<file path="src/rtl/w5300_udp_init_seq.sv">
// W5300 power-up sequencer: MR reset, network/buffer config, socket open in UDP mode, Sn_SSR poll.
// Optional IDR check after reset is enabled by defining W5300_INIT_ID_CHECK_EN.
module w5300_udp_init_seq #(
    parameter int SOCKET_N        = 0,
    parameter int RST_WAIT_CYCLES = 1000,
    parameter int POLL_GAP_CYCLES = 64,
    parameter int POLL_MAX        = 16,
    parameter int TX_KB           = 8,
    parameter int RX_KB           = 8
) (
    input  logic        clk,
    input  logic        rst_n,
    input  logic        i_start,
    input  logic [47:0] i_mac,
    input  logic [31:0] i_ip,
    input  logic [31:0] i_subnet,
    input  logic [15:0] i_src_port,
    output logic        o_reg_req,
    output logic        o_reg_wr,
    output logic [9:0]  o_reg_addr,
    output logic [15:0] o_reg_wdata,
    input  logic [15:0] i_reg_rdata,
    input  logic        i_reg_ack,
    output logic        o_busy,
    output logic        o_done,
    output logic        o_error,
    output logic [1:0]  o_error_code
);

    localparam int RW = $clog2(RST_WAIT_CYCLES + 1);
    localparam int GW = $clog2(POLL_GAP_CYCLES + 1);
    localparam int PW = $clog2(POLL_MAX + 1);

    localparam logic [9:0] SOCK_OFS  = 10'(SOCKET_N * 64);
    localparam logic [9:0] A_MR      = 10'h000;
    localparam logic [9:0] A_IMR     = 10'h004;
    localparam logic [9:0] A_SHAR0   = 10'h008;
    localparam logic [9:0] A_SHAR2   = 10'h00A;
    localparam logic [9:0] A_SHAR4   = 10'h00C;
    localparam logic [9:0] A_GAR0    = 10'h010;
    localparam logic [9:0] A_GAR2    = 10'h012;
    localparam logic [9:0] A_SUBR0   = 10'h014;
    localparam logic [9:0] A_SUBR2   = 10'h016;
    localparam logic [9:0] A_TMS01R  = 10'h020;
    localparam logic [9:0] A_RMS01R  = 10'h028;
    localparam logic [9:0] A_IDR     = 10'h0FE;
    localparam logic [9:0] A_SN_MR   = 10'h200 + SOCK_OFS;
    localparam logic [9:0] A_SN_CR   = 10'h202 + SOCK_OFS;
    localparam logic [9:0] A_SN_SSR  = 10'h208 + SOCK_OFS;
    localparam logic [9:0] A_SN_PORT = 10'h20A + SOCK_OFS;

    typedef enum logic [3:0] {
        S_IDLE,
        S_RST_WR,
        S_RST_WAIT,
`ifdef W5300_INIT_ID_CHECK_EN
        S_ID_RD,
`endif
        S_CFG,
        S_POLL_RD,
        S_POLL_GAP,
        S_DONE,
        S_ERROR
    } state_t;

    state_t        r_state, w_state_nxt;
    logic          r_req, w_req_nxt;
    logic          r_wr, w_wr_nxt;
    logic [9:0]    r_addr, w_addr_nxt;
    logic [15:0]   r_wdata, w_wdata_nxt;
    logic [3:0]    r_step, w_step_nxt;
    logic [RW-1:0] r_rst_cnt, w_rst_cnt_nxt;
    logic [GW-1:0] r_gap_cnt, w_gap_cnt_nxt;
    logic [PW-1:0] r_poll_cnt, w_poll_cnt_nxt;
    logic          r_busy, w_busy_nxt;
    logic          r_done, w_done_nxt;
    logic          r_error, w_error_nxt;
    logic [1:0]    r_code, w_code_nxt;
    logic [47:0]   r_mac, w_mac_nxt;
    logic [31:0]   r_ip, w_ip_nxt;
    logic [31:0]   r_subnet, w_subnet_nxt;
    logic [15:0]   r_port, w_port_nxt;
    logic [9:0]    w_cfg_addr;
    logic [15:0]   w_cfg_data;
    logic [PW-1:0] w_poll_inc;
    logic          w_acked;

    assign o_reg_req    = r_req;
    assign o_reg_wr     = r_wr;
    assign o_reg_addr   = r_addr;
    assign o_reg_wdata  = r_wdata;
    assign o_busy       = r_busy;
    assign o_done       = r_done;
    assign o_error      = r_error;
    assign o_error_code = r_code;

    assign w_acked    = r_req & i_reg_ack;
    assign w_poll_inc = r_poll_cnt + {{(PW-1){1'b0}}, 1'b1};

    // Config write table indexed by the CFG step counter
    always_comb begin
        w_cfg_addr = 10'h000;
        w_cfg_data = 16'h0000;
        case (r_step)
            4'd0:    begin w_cfg_addr = A_SHAR0;   w_cfg_data = r_mac[47:32]; end
            4'd1:    begin w_cfg_addr = A_SHAR2;   w_cfg_data = r_mac[31:16]; end
            4'd2:    begin w_cfg_addr = A_SHAR4;   w_cfg_data = r_mac[15:0]; end
            4'd3:    begin w_cfg_addr = A_GAR0;    w_cfg_data = r_ip[31:16]; end
            4'd4:    begin w_cfg_addr = A_GAR2;    w_cfg_data = {r_ip[15:8], 8'h01}; end
            4'd5:    begin w_cfg_addr = A_SUBR0;   w_cfg_data = r_subnet[31:16]; end
            4'd6:    begin w_cfg_addr = A_SUBR2;   w_cfg_data = r_subnet[15:0]; end
            4'd7:    begin w_cfg_addr = A_TMS01R;  w_cfg_data = {8'(TX_KB), 8'd8}; end
            4'd8:    begin w_cfg_addr = A_RMS01R;  w_cfg_data = {8'(RX_KB), 8'd8}; end
            4'd9:    begin w_cfg_addr = A_IMR;     w_cfg_data = 16'h0000; end
            4'd10:   begin w_cfg_addr = A_SN_MR;   w_cfg_data = 16'h0002; end
            4'd11:   begin w_cfg_addr = A_SN_PORT; w_cfg_data = r_port; end
            4'd12:   begin w_cfg_addr = A_SN_CR;   w_cfg_data = 16'h0001; end
            default: begin w_cfg_addr = 10'h000;   w_cfg_data = 16'h0000; end
        endcase
    end

    // Next-state and next-output logic; an access is issued when the state is entered with req low
    always_comb begin
        w_state_nxt    = r_state;
        w_req_nxt      = r_req;
        w_wr_nxt       = r_wr;
        w_addr_nxt     = r_addr;
        w_wdata_nxt    = r_wdata;
        w_step_nxt     = r_step;
        w_rst_cnt_nxt  = r_rst_cnt;
        w_gap_cnt_nxt  = r_gap_cnt;
        w_poll_cnt_nxt = r_poll_cnt;
        w_busy_nxt     = r_busy;
        w_done_nxt     = r_done;
        w_error_nxt    = r_error;
        w_code_nxt     = r_code;
        w_mac_nxt      = r_mac;
        w_ip_nxt       = r_ip;
        w_subnet_nxt   = r_subnet;
        w_port_nxt     = r_port;
        case (r_state)
            S_IDLE, S_DONE, S_ERROR: begin
                if (i_start) begin
                    w_mac_nxt      = i_mac;
                    w_ip_nxt       = i_ip;
                    w_subnet_nxt   = i_subnet;
                    w_port_nxt     = i_src_port;
                    w_done_nxt     = 1'b0;
                    w_error_nxt    = 1'b0;
                    w_code_nxt     = 2'd0;
                    w_busy_nxt     = 1'b1;
                    w_step_nxt     = 4'd0;
                    w_poll_cnt_nxt = '0;
                    w_state_nxt    = S_RST_WR;
                end else begin
                    w_state_nxt = r_state;
                end
            end
            S_RST_WR: begin
                if (!r_req) begin
                    w_req_nxt   = 1'b1;
                    w_wr_nxt    = 1'b1;
                    w_addr_nxt  = A_MR;
                    w_wdata_nxt = 16'h0080;
                end else if (w_acked) begin
                    w_req_nxt     = 1'b0;
                    w_rst_cnt_nxt = '0;
                    w_state_nxt   = S_RST_WAIT;
                end else begin
                    w_req_nxt = 1'b1;
                end
            end
            // The first post-reset access is raised on the last wait cycle so the idle gap is exact
            S_RST_WAIT: begin
                if (r_rst_cnt == RW'(RST_WAIT_CYCLES - 1)) begin
                    w_req_nxt   = 1'b1;
`ifdef W5300_INIT_ID_CHECK_EN
                    w_wr_nxt    = 1'b0;
                    w_addr_nxt  = A_IDR;
                    w_wdata_nxt = 16'h0000;
                    w_state_nxt = S_ID_RD;
`else
                    w_wr_nxt    = 1'b1;
                    w_addr_nxt  = w_cfg_addr;
                    w_wdata_nxt = w_cfg_data;
                    w_state_nxt = S_CFG;
`endif
                end else begin
                    w_rst_cnt_nxt = r_rst_cnt + {{(RW-1){1'b0}}, 1'b1};
                end
            end
`ifdef W5300_INIT_ID_CHECK_EN
            S_ID_RD: begin
                if (!r_req) begin
                    w_req_nxt   = 1'b1;
                    w_wr_nxt    = 1'b0;
                    w_addr_nxt  = A_IDR;
                    w_wdata_nxt = 16'h0000;
                end else if (w_acked) begin
                    w_req_nxt = 1'b0;
                    if (i_reg_rdata == 16'h5300) begin
                        w_state_nxt = S_CFG;
                    end else begin
                        w_busy_nxt  = 1'b0;
                        w_error_nxt = 1'b1;
                        w_code_nxt  = 2'd1;
                        w_state_nxt = S_ERROR;
                    end
                end else begin
                    w_req_nxt = 1'b1;
                end
            end
`endif
            S_CFG: begin
                if (!r_req) begin
                    w_req_nxt   = 1'b1;
                    w_wr_nxt    = 1'b1;
                    w_addr_nxt  = w_cfg_addr;
                    w_wdata_nxt = w_cfg_data;
                end else if (w_acked) begin
                    w_req_nxt = 1'b0;
                    if (r_step == 4'd12) begin
                        w_state_nxt = S_POLL_RD;
                    end else begin
                        w_step_nxt = r_step + 4'd1;
                    end
                end else begin
                    w_req_nxt = 1'b1;
                end
            end
            // Only the low byte of Sn_SSR carries the socket status
            S_POLL_RD: begin
                if (!r_req) begin
                    w_req_nxt   = 1'b1;
                    w_wr_nxt    = 1'b0;
                    w_addr_nxt  = A_SN_SSR;
                    w_wdata_nxt = 16'h0000;
                end else if (w_acked) begin
                    w_req_nxt = 1'b0;
                    if (i_reg_rdata[7:0] == 8'h22) begin
                        w_busy_nxt  = 1'b0;
                        w_done_nxt  = 1'b1;
                        w_state_nxt = S_DONE;
                    end else if (w_poll_inc == PW'(POLL_MAX)) begin
                        w_poll_cnt_nxt = w_poll_inc;
                        w_busy_nxt     = 1'b0;
                        w_error_nxt    = 1'b1;
                        w_code_nxt     = 2'd2;
                        w_state_nxt    = S_ERROR;
                    end else begin
                        w_poll_cnt_nxt = w_poll_inc;
                        w_gap_cnt_nxt  = '0;
                        w_state_nxt    = S_POLL_GAP;
                    end
                end else begin
                    w_req_nxt = 1'b1;
                end
            end
            S_POLL_GAP: begin
                if (r_gap_cnt == GW'(POLL_GAP_CYCLES - 1)) begin
                    w_req_nxt   = 1'b1;
                    w_wr_nxt    = 1'b0;
                    w_addr_nxt  = A_SN_SSR;
                    w_wdata_nxt = 16'h0000;
                    w_state_nxt = S_POLL_RD;
                end else begin
                    w_gap_cnt_nxt = r_gap_cnt + {{(GW-1){1'b0}}, 1'b1};
                end
            end
            default: begin
                w_req_nxt   = 1'b0;
                w_state_nxt = S_IDLE;
            end
        endcase
    end

    // State and output registers with synchronous active-low reset
    always_ff @(posedge clk) begin
        if (!rst_n) begin
            r_state    <= S_IDLE;
            r_req      <= 1'b0;
            r_wr       <= 1'b0;
            r_addr     <= 10'h000;
            r_wdata    <= 16'h0000;
            r_step     <= 4'd0;
            r_rst_cnt  <= '0;
            r_gap_cnt  <= '0;
            r_poll_cnt <= '0;
            r_busy     <= 1'b0;
            r_done     <= 1'b0;
            r_error    <= 1'b0;
            r_code     <= 2'd0;
            r_mac      <= 48'h0;
            r_ip       <= 32'h0;
            r_subnet   <= 32'h0;
            r_port     <= 16'h0;
        end else begin
            r_state    <= w_state_nxt;
            r_req      <= w_req_nxt;
            r_wr       <= w_wr_nxt;
            r_addr     <= w_addr_nxt;
            r_wdata    <= w_wdata_nxt;
            r_step     <= w_step_nxt;
            r_rst_cnt  <= w_rst_cnt_nxt;
            r_gap_cnt  <= w_gap_cnt_nxt;
            r_poll_cnt <= w_poll_cnt_nxt;
            r_busy     <= w_busy_nxt;
            r_done     <= w_done_nxt;
            r_error    <= w_error_nxt;
            r_code     <= w_code_nxt;
            r_mac      <= w_mac_nxt;
            r_ip       <= w_ip_nxt;
            r_subnet   <= w_subnet_nxt;
            r_port     <= w_port_nxt;
        end
    end

endmodule
</file>
<file path="config.mk">
export PLATFORM = sky130hd
export DESIGN_NAME = w5300_udp_init_seq
export DESIGN_NICKNAME = d
export VERILOG_FILES = /design/src/rtl/w5300_udp_init_seq.sv
export SDC_FILE = /design/constraint.sdc
export NUM_CORES = 1
export LEC_CHECK = 0
export ABC_AREA = 1
export CAP_MARGIN = 15
export CORE_UTILIZATION = 51
export CTS_CLUSTER_DIAMETER = 50
export DETAILED_ROUTE_END_ITERATION = 12
export PLACE_DENSITY = 0.89
export SYNTH_ARGS = -nofsm -noshare
export SYNTH_HDL_FRONTEND = slang
export SYNTH_SLANG_ARGS = --single-unit
</file>
<file path="constraint.sdc">
create_clock -name clk -period 1.9 [get_ports clk]
set_input_delay 0.19 -clock clk [delete_from_list [all_inputs] [get_ports clk]]
set_output_delay 0.19 -clock clk [all_outputs]
set_load 0.01 [all_outputs]
</file>
# After elaboration in Yosys (flattened, before gate mapping)
# Cells that the tools add are included.
[word_totals] reg_bits=191 output_inout_bits=33 wordCells=170
[op_classes] n_addsub=4 n_eq_ne=45 mux=78 bitwise_logic=2 n_reduce_logical=24
[ops] cell="16-bit one-hot mux with 11 select lines" n=1
[ops] cell="10-bit one-hot mux with 13 select lines" n=1
[ops] cell="10-bit 2-to-1 mux" n=8
[ops] cell="16-bit 2-to-1 mux" n=5
[ops] cell="16-bit one-hot mux with 5 select lines" n=1
[ops] cell="4-bit 2-to-1 mux" n=14
[ops] cell="10-bit one-hot mux with 5 select lines" n=1
[ops] cell="2-bit != test, second input constant" n=21
[ops] cell="7-bit 2-to-1 mux" n=5
[ops] cell="4-bit by 3-bit == test with 1-bit output, second input constant" n=8
[ops] cell="5-bit AND reduction" n=5
[ops] cell="4-bit one-hot mux with 6 select lines" n=1
[ops] cell="4-bit == test, second input constant" n=5
[ops] cell="1-bit 2-to-1 mux" n=20
[ops] cell="5-bit 2-to-1 mux" n=4
[ops] cell="10-bit one-hot mux with 2 select lines" n=1
[ops] cell="6-bit AND reduction" n=3
[ops] cell="4-bit by 2-bit == test with 1-bit output, second input constant" n=4
[ops] cell="2-bit 2-to-1 mux" n=7
[ops] cell="7-bit one-hot mux with 2 select lines" n=1
[ops] cell="10-bit by 1-bit adder with 10-bit output, second input constant" n=1
[ops] cell="10-bit == test, second input constant" n=1
[ops] cell="5-bit one-hot mux with 2 select lines" n=1
[ops] cell="10-bit AND reduction" n=1
[ops] cell="other kinds (23)" n=33

# Logic depth before layout (Yosys ltp)
[logic_depth] word_depth=7 ltp_mapped=13 depth_no_buf=12

# Worst setup path before layout
# No wires, ideal clock.
[synth_timing] kind="register to register" start="register r_step[0]" end="register r_wdata[0] (netlist: o_reg_wdata[0])" setup_time_ns=0.064 arrival_time_ns=1.599 slack_ns=0.237 stages_incl_launch_ff=14 path_buffers=2 cell_sequence="dfxtp_1 ha_1 clkbuf_1 inv_1 nor2_1 buf_2 nand2_1 nand2_1 nor2_1 nand2_1 nand2_1 nand2_1 nand2_1 nor2_1"
[synth_via] elab_chain_cells=5
[synth_lines] item="start: declaration" line="71" source="logic [3:0] r_step, w_step_nxt;"
[synth_lines] item="start signal: assignment" line="303" source="r_step <= w_step_nxt;"
[synth_lines] item="4-bit == test or 4-bit by 3-bit == test with 1-bit output (tied branches)" line="104" source="case (r_step)"
[synth_lines] item="2-bit OR reduction (no source line)"
[synth_lines] item="16-bit one-hot mux with 11 select lines (*)" line="104"
[synth_lines] item="16-bit 2-to-1 mux, on equally long branches" line="215, 175"
[synth_lines] item="16-bit one-hot mux with 5 select lines (*)" line="141" source="case (r_state)"
[synth_lines] item="end signal: assignment" line="302" source="r_wdata <= w_wdata_nxt;"
[synth_lines] item="end: declaration" line="70" source="logic [15:0] r_wdata, w_wdata_nxt;"
# Every way passes the cells marked *; elsewhere a longest branch is shown, timed or not. The select of a mux whose other input is x is not followed.
# A chain may end at the register's enable or synchronous reset.

# Worst setup path after layout
[layout_timing] start="register r_state[2]" end="register r_done (netlist: o_done)"
[layout_via] elab_chain_cells=4
[layout_lines] item="start: declaration" line="66" source="state_t r_state, w_state_nxt;"
[layout_lines] item="start signal: assignment" line="298" source="r_state <= w_state_nxt;"
[layout_lines] item="4-bit by 3-bit == test with 1-bit output or 4-bit logical NOT (tied branches)" line="141"
[layout_lines] item="3-bit OR reduction" line="141"
[layout_lines] item="2-bit != test (no source line) or 2-bit nonzero test (tied branches)"
[layout_lines] item="5-bit AND reduction (no source line)"
[layout_lines] item="end signal: assignment" line="308" source="r_done <= w_done_nxt;"
[layout_lines] item="end: declaration" line="76" source="logic r_done, w_done_nxt;"
# Several ways; a longest one is shown, not always the timed one.

==> flow_summary.toml <==
[clock_network]
cts.sinks = 176
ctsRootBufferMaster = "clkbuf_16"
clock_path_buffers = 2
cts_tree = "yes"
worstSkewPairLatency_ns = 0.43
cts_buffers = 17
cts.hold.buffers_added = 0
htree_levels = 4
clk_pin_slew_ns = 0.07

[yosys]
synth_seq_area_share_pct = 42.84
syn_inst = 1262
synth_cell_types = 35
yosys_warnings = 0
ys_top_cells_by_area = "dfxtp_1, nor2_1, nand2_1"
synth_seq_cells = 176
synth_area_um2 = 8225
syn_avg_cell_area_um2 = 6.518
synth_top_area_share_pct = 42.84
yosysTopAreaCell = "dfxtp_1"

[sta]
timing.final.crit_share_pct = 95.54
hold_viol_final = 0
rsz0062_at_grt = "yes"
fin_ws_ns = 0.08469
max_freq_mhz = 550.9
setup_violations = 0
slew_violations = 0
layout_min_cycle_time_ns = 1.815
clock_skew_ns = 0.007994
final.setup.tns_ns = 0

[hold_path]
hold_path.class = "in2reg"

[critical_path]
slowest_stage = "dfxtp_1"
worst_setup_path_start_kind = "flip-flop"
worst_path_largest_cell_delay_ns = 0.47
critical_path.cell_chain = "inv_2 > a21oi_4 > nand2_4 > inv_4 > buf_4 > nor2_1 > inv_1 > nor2_1"
cp_num_buf_inv = 4
cp.arrival_ns = 2.13
cpMostUsedCell = "nor2_1"
path_class = "reg2reg"
crit_fanout = 17
crit_family = "buffers and inverters"
required_ns = 2.21
endpoint_kind = "flip-flop"

[floorplan]
fp.dieW_um = 129.0
row_count = 46
die-area_um2 = 16640
core_um2 = 15830
start_util_pct = 51.97
io_pins = 181
dieHeight_um = 129.0

[place]
dpl-instance-area_um2 = 10150
gp_congestion = 0.9101
place.detailed.hpwl_um = 17530
portBuffers = 159
post-place-ws_ns = 0.06979

[routing]
wl_per_cell_um = 14.85
drt_pass1_iterations = 6
wl_um = 24520
drt_iter0_drc = 718
vias = 8678
ant_nets = 0
drc_errors = 0
vias_per_cell = 5.256

[finish]
layout_commonest_cell = "nor2_1"
final_util_pct = 68.62
n_antenna_cell = 0
nNetsFinal = 1578
drive_gt1_share_pct = 8.153
final_area_um2 = 10860
n_fill_cell = 1276
area_growth_pct = 32.05
layout_common_cells = "nor2_1, nand2_1, dfxtp_1"

[outcome]
status = "complete, no violations"

[pwr]
totalPowerFinal_mw = 16.49
max-vdd-ir-drop_mv = 0.8633
power.density_nw_per_um2 = 1519
p_leak_nw = 4.800

[global_route]
grt_pass1_vias = 7937
grt_use_total_pct = 30.30
grt_pass1_wl_um = 38610
grt_overflow = 0
grt_start_max_net_pins = 82
grt_antenna_before_repair = 0

[flow_run]
drv_cap = 0
==> flip-flops by register name (all words and copies together), names as in the netlist <==
register and flops:
o_busy 1, o_done 1, o_error_code 1, o_reg_addr 6, o_reg_req 1, o_reg_wdata 16, o_reg_wr 1, r_gap_cnt 7
r_ip 24, r_mac 48, r_poll_cnt 5, r_port 16, r_rst_cnt 10, r_state 3, r_step 4, r_subnet 32
==> final cells by class <==
cell class,instances,area (um2),area share [%]
Clock buffer,20,436.7,4.020
Clock inverter,12,206.4,1.901
Inverter,72,272.8,2.511
Multi-Input combinational cell,953,4121,37.94
Sequential cell,176,3527,32.47
Tap cell,216,270.3,2.488
Timing Repair Buffer,202,2027,18.66
==> worst register-to-register path, stage by stage, from the launching register on <==
cell and delay, ns:
dfxtp_1 0.47, inv_2 0.11, a21oi_4 0.25, nand2_4 0.20
inv_4 0.18, buf_4 0.22, nor2_1 0.06, inv_1 0.13
nor2_1 0.08
==> Yosys cell counts, drive strengths merged <==
cell,n
inv,72
xnor2,1
nand4,9
dfxtp,176
nor2,359
a21o,2
buf,35
ha,8
or2,5
a31oi,1
nor3,7
conb,1
xor2,1
a21oi,43
o21bai,2
and3,2
nand2,321
clkbuf,30
nand3,43
nand3b,2
o21ai,142
==> where the power goes <==
group | leakage (nW) | switching, mW | internal, mW
Combinational | 3.05 | 4.23 | 2.79
Sequential | 1.45 | 0.766 | 4.87
Clock | 0.297 | 1.49 | 2.34
Total | 4.80 | 6.49 | 10.0
==> metal layers <==
metal  track usage [%]  vias to the layer above  share of wire [%]
met2             49.89                      439                 46
met1             38.13                     3894                 41
li1                  -                     4263                  -
met5                 0                        -                  0
met4             16.19                        0                4.3
met3             4.906                       82                8.0
==> final timing paths <==
kind / start / to / slack (ns) / cells after the start
worst max-delay path: r_state[2] / o_done / 0.08 / 8
worst min-delay path: rst_n / o_reg_wdata[11] / 0.19 / 3
worst max register to register: r_state[2] / o_done / 0.08 / 8
worst min register to register: o_reg_wr / o_reg_wr / 0.46 / 2
==> repair_timing <==
item | in CTS | in global routing
hold endpoints to repair | 0 | 0
gates resized for setup | 2 | 17
gates cloned | 1 | 0
endpoints found under the setup margin | 2 | 83
buffers inserted | 0 | 0
==> cells by family (layout without fill, tap and decap cells) <==
logic type / count (synthesis) / in the layout / synth area share, %
AO/OA/AOI/OAI: 190 / 190 / 11.74
XOR/XNOR: 2 / 2 / 0.2130
adder cells (fa/ha/maj): 8 / 8 / 1.217
buffers and inverters: 137 / 306 / 7.666
flip-flops: 176 / 176 / 42.84
other: 1 / 5 / 0.04559
AND/OR/NAND/NOR: 748 / 748 / 36.28
==> through the flow <==
step	hold WS (ns)	instances
global route	0.2073	1651
finish	0.1903	1651
global placement	0.4373	1618
detailed placement	0.4475	1618
CTS	0.1922	1651
floorplan	0.3544	1266
(Power assumes the default switching activity.)
